===== src/rtl/rotation_sync_if.sv =====
// Signal bundle between the rotation timing stage and its consumers:
// the raw hall input plus the slice/revolution timing outputs.
interface rotation_sync_if #(
  parameter int unsigned SLICE_BITS = 6,
  parameter int unsigned CNT_W      = 24
);
  logic                  hall;
  logic                  cycle_marker;
  logic [SLICE_BITS-1:0] slice_index;
  logic                  slice_strobe;
  logic                  rev_strobe;
  logic [CNT_W-1:0]      period;

  // Timing stage side: consumes hall, produces timing
  modport master (
    input  hall,
    output cycle_marker,
    output slice_index,
    output slice_strobe,
    output rev_strobe,
    output period
  );

  // Sensor/consumer side
  modport slave (
    output hall,
    input  cycle_marker,
    input  slice_index,
    input  slice_strobe,
    input  rev_strobe,
    input  period
  );
endinterface


===== src/rtl/rotation_sync.sv =====
// Revolution timing for the rotating LED display: synchronises the hall
// pulse, measures the revolution period, splits each revolution into
// 2^SLICE_BITS angular slices and flags when rotation is locked.
module rotation_sync #(
  parameter int unsigned SLICE_BITS = 6,
  parameter int unsigned CNT_W      = 24,
  parameter int unsigned MIN_PERIOD = 1024,
  parameter int unsigned MAX_PERIOD = 32'h00FF_FFFF
) (
  input  logic           clock,
  input  logic           reset,
  rotation_sync_if.master bus
);

  typedef enum logic [1:0] {
    ST_IDLE,
    ST_ACQUIRE,
    ST_LOCKED
  } state_t;

  localparam logic [CNT_W:0]        MIN_W      = (CNT_W+1)'(MIN_PERIOD);
  localparam logic [CNT_W:0]        MAX_W      = (CNT_W+1)'(MAX_PERIOD);
  localparam logic [SLICE_BITS-1:0] LAST_SLICE = '1;

  // Synchroniser and edge detector
  logic sync1_q, sync1_d;
  logic sync2_q, sync2_d;
  logic prev_q,  prev_d;
  logic edge_det;

  // Control
  state_t state_q, state_d;
  logic   edge_ok;
  logic   timeout;

  // Period measurement
  logic [CNT_W-1:0] period_cnt_q, period_cnt_d;
  logic [CNT_W:0]   cnt_inc;

  // Slice timing and registered outputs
  logic [CNT_W-1:0]      slice_len_q,    slice_len_d;
  logic [CNT_W-1:0]      slice_cnt_q,    slice_cnt_d;
  logic [SLICE_BITS-1:0] slice_index_q,  slice_index_d;
  logic                  slice_strobe_q, slice_strobe_d;
  logic                  rev_strobe_q,   rev_strobe_d;
  logic [CNT_W-1:0]      period_q,       period_d;
  logic                  cycle_marker_q, cycle_marker_d;

  // Next values of the hall synchroniser chain
  always_comb begin
    sync1_d = bus.hall;
    sync2_d = sync1_q;
    prev_d  = sync2_q;
  end

  assign edge_det = sync2_q & ~prev_q;
  assign cnt_inc  = {1'b0, period_cnt_q} + (CNT_W+1)'(1);

  // Glitch lockout applies only once a reference edge exists; an accepted
  // edge always beats a coincident timeout.
  assign edge_ok = edge_det & ((state_q == ST_IDLE) | (cnt_inc >= MIN_W));
  assign timeout = (state_q != ST_IDLE) & (cnt_inc >= MAX_W) & ~edge_ok;

  // Period counter: clear on accepted edge, else count and saturate at MAX-1
  always_comb begin
    period_cnt_d = period_cnt_q;
    if (edge_ok) begin
      period_cnt_d = '0;
    end else if (cnt_inc < MAX_W) begin
      period_cnt_d = cnt_inc[CNT_W-1:0];
    end
  end

  // Lock state machine: next-state logic
  always_comb begin
    state_d = state_q;
    unique case (state_q)
      ST_IDLE: begin
        if (edge_ok) state_d = ST_ACQUIRE;
      end
      ST_ACQUIRE: begin
        if (edge_ok)      state_d = ST_LOCKED;
        else if (timeout) state_d = ST_IDLE;
      end
      ST_LOCKED: begin
        if (timeout) state_d = ST_IDLE;
      end
      default: state_d = ST_IDLE;
    endcase
  end

  // Period capture, slice stepping and output values
  always_comb begin
    period_d       = period_q;
    slice_len_d    = slice_len_q;
    slice_cnt_d    = slice_cnt_q;
    slice_index_d  = slice_index_q;
    slice_strobe_d = 1'b0;
    rev_strobe_d   = 1'b0;
    cycle_marker_d = (state_d == ST_LOCKED);

    if (edge_ok && (state_q != ST_IDLE)) begin
      period_d       = cnt_inc[CNT_W-1:0];
      slice_len_d    = CNT_W'(cnt_inc >> SLICE_BITS);
      slice_index_d  = '0;
      slice_cnt_d    = '0;
      slice_strobe_d = 1'b1;
      rev_strobe_d   = 1'b1;
    end else if (timeout) begin
      slice_index_d  = '0;
      slice_cnt_d    = '0;
    end else if (state_q == ST_LOCKED) begin
      // The last slice never wraps: it absorbs the division remainder and
      // any slow-down until the next sensor edge restarts slice 0.
      if ((slice_cnt_q == slice_len_q - CNT_W'(1)) && (slice_index_q != LAST_SLICE)) begin
        slice_index_d  = slice_index_q + SLICE_BITS'(1);
        slice_cnt_d    = '0;
        slice_strobe_d = 1'b1;
      end else if (slice_index_q != LAST_SLICE) begin
        slice_cnt_d    = slice_cnt_q + CNT_W'(1);
      end
    end
  end

  // Register update with synchronous reset
  always_ff @(posedge clock) begin
    if (reset) begin
      sync1_q        <= 1'b0;
      sync2_q        <= 1'b0;
      prev_q         <= 1'b0;
      state_q        <= ST_IDLE;
      period_cnt_q   <= '0;
      slice_len_q    <= '0;
      slice_cnt_q    <= '0;
      slice_index_q  <= '0;
      slice_strobe_q <= 1'b0;
      rev_strobe_q   <= 1'b0;
      period_q       <= '0;
      cycle_marker_q <= 1'b0;
    end else begin
      sync1_q        <= sync1_d;
      sync2_q        <= sync2_d;
      prev_q         <= prev_d;
      state_q        <= state_d;
      period_cnt_q   <= period_cnt_d;
      slice_len_q    <= slice_len_d;
      slice_cnt_q    <= slice_cnt_d;
      slice_index_q  <= slice_index_d;
      slice_strobe_q <= slice_strobe_d;
      rev_strobe_q   <= rev_strobe_d;
      period_q       <= period_d;
      cycle_marker_q <= cycle_marker_d;
    end
  end

  assign bus.cycle_marker = cycle_marker_q;
  assign bus.slice_index  = slice_index_q;
  assign bus.slice_strobe = slice_strobe_q;
  assign bus.rev_strobe   = rev_strobe_q;
  assign bus.period       = period_q;

endmodule


===== src/flat_wrapper.sv =====
// flat-port wrapper written by rule: the top's interface ports become plain ports
module rotation_sync_flat 
#(
  parameter int unsigned SLICE_BITS = 6,
  parameter int unsigned CNT_W      = 24,
  parameter int unsigned MIN_PERIOD = 1024,
  parameter int unsigned MAX_PERIOD = 32'h00FF_FFFF
)
  (clock, reset, bus_hall, bus_cycle_marker, bus_slice_index, bus_slice_strobe, bus_rev_strobe, bus_period);
  rotation_sync_if #(.SLICE_BITS(SLICE_BITS), .CNT_W(CNT_W)) bus_i ();
  input  logic clock;
  input  logic reset;
  input wire logic [$bits(bus_i.hall)-1:0] bus_hall;
  output wire logic [$bits(bus_i.cycle_marker)-1:0] bus_cycle_marker;
  output wire logic [$bits(bus_i.slice_index)-1:0] bus_slice_index;
  output wire logic [$bits(bus_i.slice_strobe)-1:0] bus_slice_strobe;
  output wire logic [$bits(bus_i.rev_strobe)-1:0] bus_rev_strobe;
  output wire logic [$bits(bus_i.period)-1:0] bus_period;
  assign bus_i.hall = bus_hall;
  assign bus_cycle_marker = bus_i.cycle_marker;
  assign bus_slice_index = bus_i.slice_index;
  assign bus_slice_strobe = bus_i.slice_strobe;
  assign bus_rev_strobe = bus_i.rev_strobe;
  assign bus_period = bus_i.period;
  rotation_sync #(.SLICE_BITS(SLICE_BITS), .CNT_W(CNT_W), .MIN_PERIOD(MIN_PERIOD), .MAX_PERIOD(MAX_PERIOD)) u_core (.clock(clock), .reset(reset), .bus(bus_i));
endmodule

===== config.mk =====
export PLATFORM = sky130hd
export DESIGN_NAME = rotation_sync_flat
export DESIGN_NICKNAME = d
export VERILOG_FILES = /design/src/rtl/rotation_sync_if.sv /design/src/rtl/rotation_sync.sv /design/src/flat_wrapper.sv
export SDC_FILE = /design/constraint.sdc
export NUM_CORES = 1
export LEC_CHECK = 0
export ABC_AREA = 1
export CORE_MARGIN = 2
export CORE_UTILIZATION = 50
export CTS_BUF_LIST = sky130_fd_sc_hd__clkbuf_16
export DETAILED_ROUTE_END_ITERATION = 7
export DONT_BUFFER_PORTS = 1
export PLACE_DENSITY_LB_ADDON = 0.3
export SYNTH_ARGS = -nofsm -noshare
export SYNTH_HDL_FRONTEND = slang
export SYNTH_SLANG_ARGS = --single-unit

===== constraint.sdc =====
create_clock -name clock -period 2.2 [get_ports clock]
set_input_delay 0.55 -clock clock [delete_from_list [all_inputs] [get_ports clock]]
set_output_delay 0.55 -clock clock [all_outputs]
set_load 0.02 [all_outputs]

## Word-level counts from Yosys, hierarchy flattened

Index checks and enable logic that the tools add are counted.
W data, S select, Z words.

- Muxes and demuxes: 11
- Reduce and logical (&&, ||, !) cells: 9
- Bitwise operators: 7
- Magnitude comparators: 3
- Equality and inequality tests: 5
- Add/sub/neg operators: 4

Operator list:

| cell | number |
|---|---|
| $mux W24 | 2 |
| $add A24 B1 Y25 const B | 1 |
| $ge A25 B11 Y1 const B | 1 |
| $ge A25 B24 Y1 const B | 1 |
| $lt A25 B24 Y1 const B | 1 |
| $add A24 B1 Y24 const B | 1 |
| $eq A24 B24 Y1 | 1 |
| $sub A19 B1 Y20 const B | 1 |
| $add A6 B1 Y6 const B | 1 |
| $mux W2 | 3 |
| $ne A6 B6 Y1 const B | 1 |
| $pmux W2 S3 | 1 |
| $mux W1 | 5 |
| $and A1 B1 Y1 | 4 |
| $eq A2 B2 Y1 const B | 2 |
| $reduce_and A2 Y1 | 2 |
| $reduce_bool A2 Y1 | 2 |
| $reduce_or A3 Y1 | 1 |
| $eq A2 B1 Y1 const B | 1 |
| $logic_and A1 B1 Y1 | 2 |
| $logic_not A2 Y1 | 1 |
| $not A1 Y1 | 2 |
| $reduce_or A2 Y1 | 1 |
| $or A1 B1 Y1 | 1 |

- Output and inout port bits: 33
- Flip-flop bits (word level): 105
- Word-level logic and storage cells: 51

## Longest topological paths before layout

- Depth in word-level cells: 10
- Depth in mapped cells: 18

## Worst setup path before layout

Ideal clock, no wire load.

- Path type: register -> register
- Start: reg u_core.period_cnt_q[1]
- End: reg u_core.slice_cnt_q[20]
- Stages on the path, launching flop included: 16
- Setup slack: -0.038 ns
- Path buffers: 1
- Data arrival time: 2.122 ns
- Path through: dfxtp_1 > ha_1 > nand3_2 > inv_2 > nand2_4 > o21ai_2 > nand2_1 > nor2_1 > nand2_1 > nor2_2 > nand3_2 > a21oi_1 > nand2_2 > nand3_4 > buf_8 > nor2_2

- Cells in the longest elaborated chain, start to end: 7
- Elaborated cells on any way between the ends: 10
- Classes of those cells: add/sub: 1; order compare: 2; bitwise: 5; reduce/logical: 2

Ends and longest elaborated chain:

| item | RTL line | text |
|---|---|---|
| start, declared | rotation_sync.sv:37 | `logic [CNT_W-1:0] period_cnt_q, period_cnt_d;` |
| start signal, assigned | rotation_sync.sv:145 | `period_cnt_q <= period_cnt_d;` |
| $add A24 B1 Y25 (*) | rotation_sync.sv:57 | `assign cnt_inc = {1'b0, period_cnt_q} + (CNT_W+1)'(1);` |
| $ge A25 B11 Y1 | rotation_sync.sv:61 | `assign edge_ok = edge_det & ((state_q == ST_IDLE) \| (cnt_inc >= MIN_W));` |
| $or A1 B1 Y1 | rotation_sync.sv:61 |  |
| $and A1 B1 Y1 | rotation_sync.sv:61 |  |
| $not A1 Y1 | rotation_sync.sv:62 | `assign timeout = (state_q != ST_IDLE) & (cnt_inc >= MAX_W) & ~edge_ok;` |
| $and A1 B1 Y1 | rotation_sync.sv:62 |  |
| $reduce_or A3 Y1 (no source line) (*) | n/a |  |
| end signal, assigned | rotation_sync.sv:147 | `slice_cnt_q <= slice_cnt_d;` |
| end, declared | rotation_sync.sv:42 | `logic [CNT_W-1:0] slice_cnt_q, slice_cnt_d;` |

Every way passes the cells marked *; elsewhere a longest branch is shown, timed or not.
A chain may end at the register's enable or synchronous reset.

## Final worst setup path

- Start: reg u_core.period_cnt_q[1]
- End: reg u_core.slice_cnt_q[12]

Same word-level chain as after synthesis.

==> results.cfg <==
[grt]
grt_pass1_vias = 5528
top_usage_layer = met2
antenna_found_initial = 0
gr-total-overflow = 0
grt_use_total_pct = 27.5
met1_usage_pct = 36.9
grt_pass1_wl_mm = 25.5
grt_max_degree = 20
grtUsageMet3_pct = 4.90
met2_usage_pct = 44.4

[logic_synthesis]
synth_area_leader_cell = dfxtp_1
synth-adder-area-share_pct = 1.14
synthSimpleGateAreaFrac_pct = 40.4
yosys_register_bits = 87
synth.distinct_cells = 44
synth_cells = 844
synth_edf_count = 0
synth_top_cell_area_share_pct = 31.7
synth_mux_area_share_pct = 0
synthTopCellsByCount = nand2_1, nor2_1, inv_1, dfxtp_1, nand3_1
synth_xor_xnor_area_share_pct = 7.66
syn_avg_cell_area_um2 = 6.51
synth_seq_area_share_pct = 31.7
synth_ff_type = dfxtp_1
syn_nets = 852
async_flop_share_pct = 0
synth_area_um2 = 5490
synth_compound_gate_area_share_pct = 7.72
synth_top_family_by_area = simple AND/OR/NAND/NOR gates
yosysMostFrequentCell = nand2_1
yosys_warnings = 0
synth.area.top_cells = dfxtp_1, nand2_1, nor2_1

[clocking]
worstSkewPairLatency_ns = 0.35
numCtsBuffers = 9
path_clk_slew_ns = 0.06
cts_tree = built
cts.sinks = 87
cts_root_buf = clkbuf_16
ctsHoldBuffers = 0
cts_max_path_buffers = 2
ctsHtreeMaxLevel = 3

[final_layout]
diodes = 0
fillers = 686
drive_gt1_share_pct = 41.7
finalNetCount = 987
layout.cells.non_filler = 1123
areaGrowthSynthToFinish_pct = 44.8
final_area_um2 = 7950

[pwr]
power.net_switching_mw = 0.763
p_total_mw = 3.38
p_int_mw = 2.62
power_frac_seq_pct = 46.9
clock_power_share_pct = 48.3
p_comb_share_pct = 4.9
swShare_pct = 22.6
p_leak_nw = 3.44
irDropWorstVdd_uv = 399
power_density_nw_per_um2 = 425

[timing]
slew_viol_final = 0
min_period_over_period_pct = 111
fmax_mhz = 409
worst_slack_ns = -0.243
hold_violations = 0
slew_headroom_pct = 67.8
period_needed_ns = 2.44
setup_viol = 84
fin_skew_ns = 0.00567
rsz0062_at_grt = true
worst_slew_pin_slew_ns = 0.481
tns_ns = -12.19
whs_ns = 0.258

[placement]
gp_congestion = 0.886
portBuffers = 0
dp_hpwl_mm = 11.4
placed_cell_area_um2 = 6540
dp_cells = 1089

[setup_path]
critical_path.cell_chain = ha_4 > nand3_4 > nor2_4 > nand3_1 > nand2_1 > nand2_2 > nor2_1 > nand2_1 > nor2_2 > nand2_2 > nand3_4 > nand2_4 > nand3_4 > buf_12 > nor2_2
path_class = flop to flop
critPathRequiredTime_ns = 2.44
critPathMaxFanout = 12
cp.arrival_ns = 2.68
crit_slowest_cell = dfxtp_4
worstSetupEndpointType = flop
cp-start-kind = flop
crit_top_cell = nand3_4
critPathMaxStageDelay_ns = 0.40

[run_status]
violations = negative setup slack
status = finished with violations

[drt]
wl_per_cell_um = 16.9
route.detailed.drc = 0
post_drt_via_cell_ratio = 5.52
drt_iter0_markers = 524
drtPass1Iterations = 5
ant_nets = 0
routed_wl_mm = 19.0
via_count = 6204

[floorplanning]
ios = 36
die_y_um = 109
rows = 38
dieArea_um2 = 11800
initial_core_util_pct = 50.9
core_um2 = 10800
die_x_um = 109

[worst_hold_path]
worstHoldPathType = primary input to flop

[run]
cap_violations = 0
-- registers in the layout (all words and copies together) (netlist names) --
signal	cells
u_core.bus.slice_index	6
u_core.bus.period	23
u_core.prev_q	1
u_core.prev_d	1
u_core.bus.cycle_marker	1
u_core.slice_cnt_q	24
u_core.bus.rev_strobe	1
u_core.slice_len_q	2
u_core.sync1_q	1
u_core.bus.slice_strobe	1
u_core.state_q	2
u_core.period_cnt_q	24
-- worst max-delay path: cells and delay by family (launching register included) --
family,cells,cell delay [ns]
buf+inv,1,0.16
fa+ha+maj,1,0.17
flops,1,0.40
simple gates,13,1.58
-- per-layer routing --
metal,share of wire (%),vias up
li1,-,2905
met2,48,326
met3,8.2,76
met5,0,-
met1,40,2897
met4,4.3,0
-- through the flow --
stage | setup WS (ns) | utilization (%)
after floorplan | 0.0321 | -
after global placement | -0.144 | 60.6
after detailed placement | -0.191 | 60.6
after CTS | 0.0000160 | 65.5
after global routing | -0.320 | 73.7
final | -0.243 | 73.7
-- final timing paths --
check | startpoint | endpoint | slack [ns] | depth (start not counted)
hold / removal | reset | u_core.state_q[1]$_SDFF_PP0_ | 0.26 | 1
setup / recovery | u_core.period_cnt_q[1]$_SDFFE_PP0N_ | u_core.slice_cnt_q[12]$_SDFFE_PP0P_ | -0.24 | 15
hold reg to reg | u_core.sync1_q$_SDFF_PP0_ | u_core.prev_d$_SDFF_PP0_ | 0.42 | 2
setup reg to reg | u_core.period_cnt_q[1]$_SDFFE_PP0N_ | u_core.slice_cnt_q[12]$_SDFFE_PP0P_ | -0.24 | 15
-- logic make-up after synthesis --
kind of cell    count (synthesis)
fa+ha+maj                       5
compound gates                 75
simple gates                  492
buf+inv                       137
xor+xnor                       48
flops                          87
-- final cells by class --
type	instances	area [um^2]	area share, %
multi-input combinational	620	3910	49.2
sequential	87	1800	22.7
timing repair buffer	157	1340	16.9
inverter	104	413	5.19
clock buffer	9	225	2.83
tap	140	175	2.20
clock inverter	6	78.8	0.992
-- power groups by stage --
| stage | clock [mW] | sequential (mW) | combinational, mW |
|---|---|---|---|
| final | 1.63 | 1.58 | 0.165 |
| after global routing | 1.69 | 1.58 | 0.174 |
| after CTS | 1.62 | 1.59 | 0.128 |
| after detailed placement | 0 | 1.63 | 0.122 |
| after global placement | 0 | 1.63 | 0.121 |
| after floorplan | 0 | 1.63 | 0.0750 |
-- layout by cell type, fill, tap and decap left out, drive strengths merged --
cell type  instances
nand2            251
buf              156
nor2             143
inv              105
dfxtp             87
nand3             50
xor2              32
a21oi             32
o21ai             20
nand4             18
xnor2             16
o22ai             14
nor3              12
clkbuf            10
nand3b             8
ha                 5
nor4               3
a31oi              3
and3               2
o211a              2
bufinv             2
clkinv             2
o21bai             2
nor2b              1
and2               1
or2                1
nor3b              1
a21o               1
or3                1
a21boi             1
clkinvlp           1
-- timing repair --
item / in CTS / in global routing
cloned: 0 / 1
pin swaps: 7 / 61
setup buffers: 8 / 14
resized for setup: 60 / 229
setup endpoints to repair: 83 / 84
(Power assumes the default switching activity.)
==> RTL edit: new RTL, config.mk and constraints unchanged <==
`CNT_W` is set to 24 in 3 places; all go to 28.
--- a/src/rtl/rotation_sync_if.sv
+++ b/src/rtl/rotation_sync_if.sv
@@ -4,3 +4,3 @@
   parameter int unsigned SLICE_BITS = 6,
-  parameter int unsigned CNT_W      = 24
+  parameter int unsigned CNT_W      = 28
 );
--- a/src/rtl/rotation_sync.sv
+++ b/src/rtl/rotation_sync.sv
@@ -5,3 +5,3 @@
   parameter int unsigned SLICE_BITS = 6,
-  parameter int unsigned CNT_W      = 24,
+  parameter int unsigned CNT_W      = 28,
   parameter int unsigned MIN_PERIOD = 1024,
--- a/src/flat_wrapper.sv
+++ b/src/flat_wrapper.sv
@@ -4,3 +4,3 @@
   parameter int unsigned SLICE_BITS = 6,
-  parameter int unsigned CNT_W      = 24,
+  parameter int unsigned CNT_W      = 28,
   parameter int unsigned MIN_PERIOD = 1024,
Interface: changed (resized bus_period); port bits go from 36 to 40. The function was not compared with the original's and may differ.
==> RTL edit against the unedited design <==
- the flow still finishes with violations (negative setup slack)
- synthesized cell count rose by 21%
- total power increased by 11%
- final area is 21% higher
- synthesized area increased by 24%
- final cell count up 24%
- routed wire length rose by 35%
- non-clock buffer count rose by 67
- global-route usage rose by 4.5 points
- sequential cell count up 12
- sequential power increased by 15%
- setup slack worse by 0.34 ns
==> RTL edit: results <==
run_status:
  outcome: "finished, violations left"
  violations: "negative setup slack"
yosys:
  synth_compound_area_share_pct: 10.9
  synth_area_leaders: "dfxtp_1 (29%), nand2_1 (14%), nand3_1 (7.1%)"
  synth_cell_types: 36
  yosysSeqAreaShare_pct: 29.1
  synthAdderAreaFrac_pct: 0.920
  async_flop_share_pct: 0
  synth_common_cells: "nand2_1 (259), nor2_1 (128), inv_1 (121)"
  synth_xor_area_share_pct: 8.18
clock_tree:
  clock_latency_ns: 0.37
  htreeDepth: 3
placed_design:
  dpl.cell_count: 1342
  dp_hpwl_mm: 16.1
  place_congestion: 1.01
route:
  via_per_inst: 5.77
  routed_wl_mm: 25.8
  first_iter_violations: 824
global_route:
  grt_max_degree: 29
  grt_util_met3_pct: 7.78
  grtUsageMet1_pct: 41.4
  use_met2_pct: 51.1
  first_global_vias: 7403
  grtUsageTotal_pct: 32.1
worst_setup_path:
  startpoint: "u_core.period_cnt_q[1]"
  timing.rr.end: "u_core.period_cnt_q[21]"
  critical_path_class: "flip-flop to flip-flop"
  r2r_cells: 16
  worstPathMaxFanout: 9
layout:
  nets: 1220
  layout-drive-gt1-share_pct: 38.0
power_and_ir_drop:
  max-vdd-ir-drop_mv: 0.366
  p_leak_nw: 4.25
sta:
  worstMarginPinSlew_ns: 0.646
  setup_viol: 96
  fin_skew_ns: 0.0114
  worst_slack_ns: -0.587
  tns_ns: -42.56
-- RTL edit: per-stage QoR --
step	total power, mW	cell area [sq um]
2_1_floorplan	1.94	6840
3_3_place_gp	2.01	8250
3_5_place_dp	2.01	8250
4_1_cts	3.74	9130
5_1_grt	3.85	9620
6_report	3.76	9620
-- RTL edit: logic make-up after synthesis --
family / after synthesis
and+or+nand+nor: 585
buffers and inverters: 178
DFF: 99
AOI/OAI and AO/OA: 96
xor gates and xnor gates: 62
adders and majority gates: 5
-- RTL edit: worst min path at each step --
stage                   start                 to  slack (ns)
6_report                reset      u_core.prev_d        0.24
5_1_grt                 reset  u_core.state_q[0]        0.24
4_1_cts                 reset  u_core.state_q[1]        0.24
3_5_place_dp   u_core.sync1_q      u_core.prev_d        0.40
3_3_place_gp   u_core.sync1_q      u_core.prev_d        0.39
2_1_floorplan  u_core.sync1_q      u_core.prev_d        0.39
-- RTL edit: metal layers --
metal	up-vias	wire, microns
li1	3649	-
met1	3677	9860
met2	533	11300
met3	173	2870
met4	0	1760
met5	-	0
-- RTL edit: repair_timing --
action,4_1_cts,5_1_grt
buffers inserted,24,12
pin swaps,40,39
resized for setup,90,116
gates cloned,4,3
endpoints found under the setup margin,96,96
-- RTL edit: cell type report --
class / instances / share of cell area, %
multi-input cells: 749 / 48.2
flip-flops and latches: 99 / 20.8
repair buffers: 224 / 20.2
inverters: 128 / 5.10
clock buffers: 9 / 2.34
well taps: 176 / 2.29
clock inverters: 7 / 0.937
repair inverters: 1 / 0.0651
-- RTL edit: power breakdown --
| group | internal [mW] | switching (mW) | total [mW] |
|---|---|---|---|
| registers | 1.80 | 0.0111 | 1.81 |
| clock network | 0.993 | 0.748 | 1.74 |
| logic | 0.0889 | 0.121 | 0.210 |
| total | 2.88 | 0.880 | 3.76 |
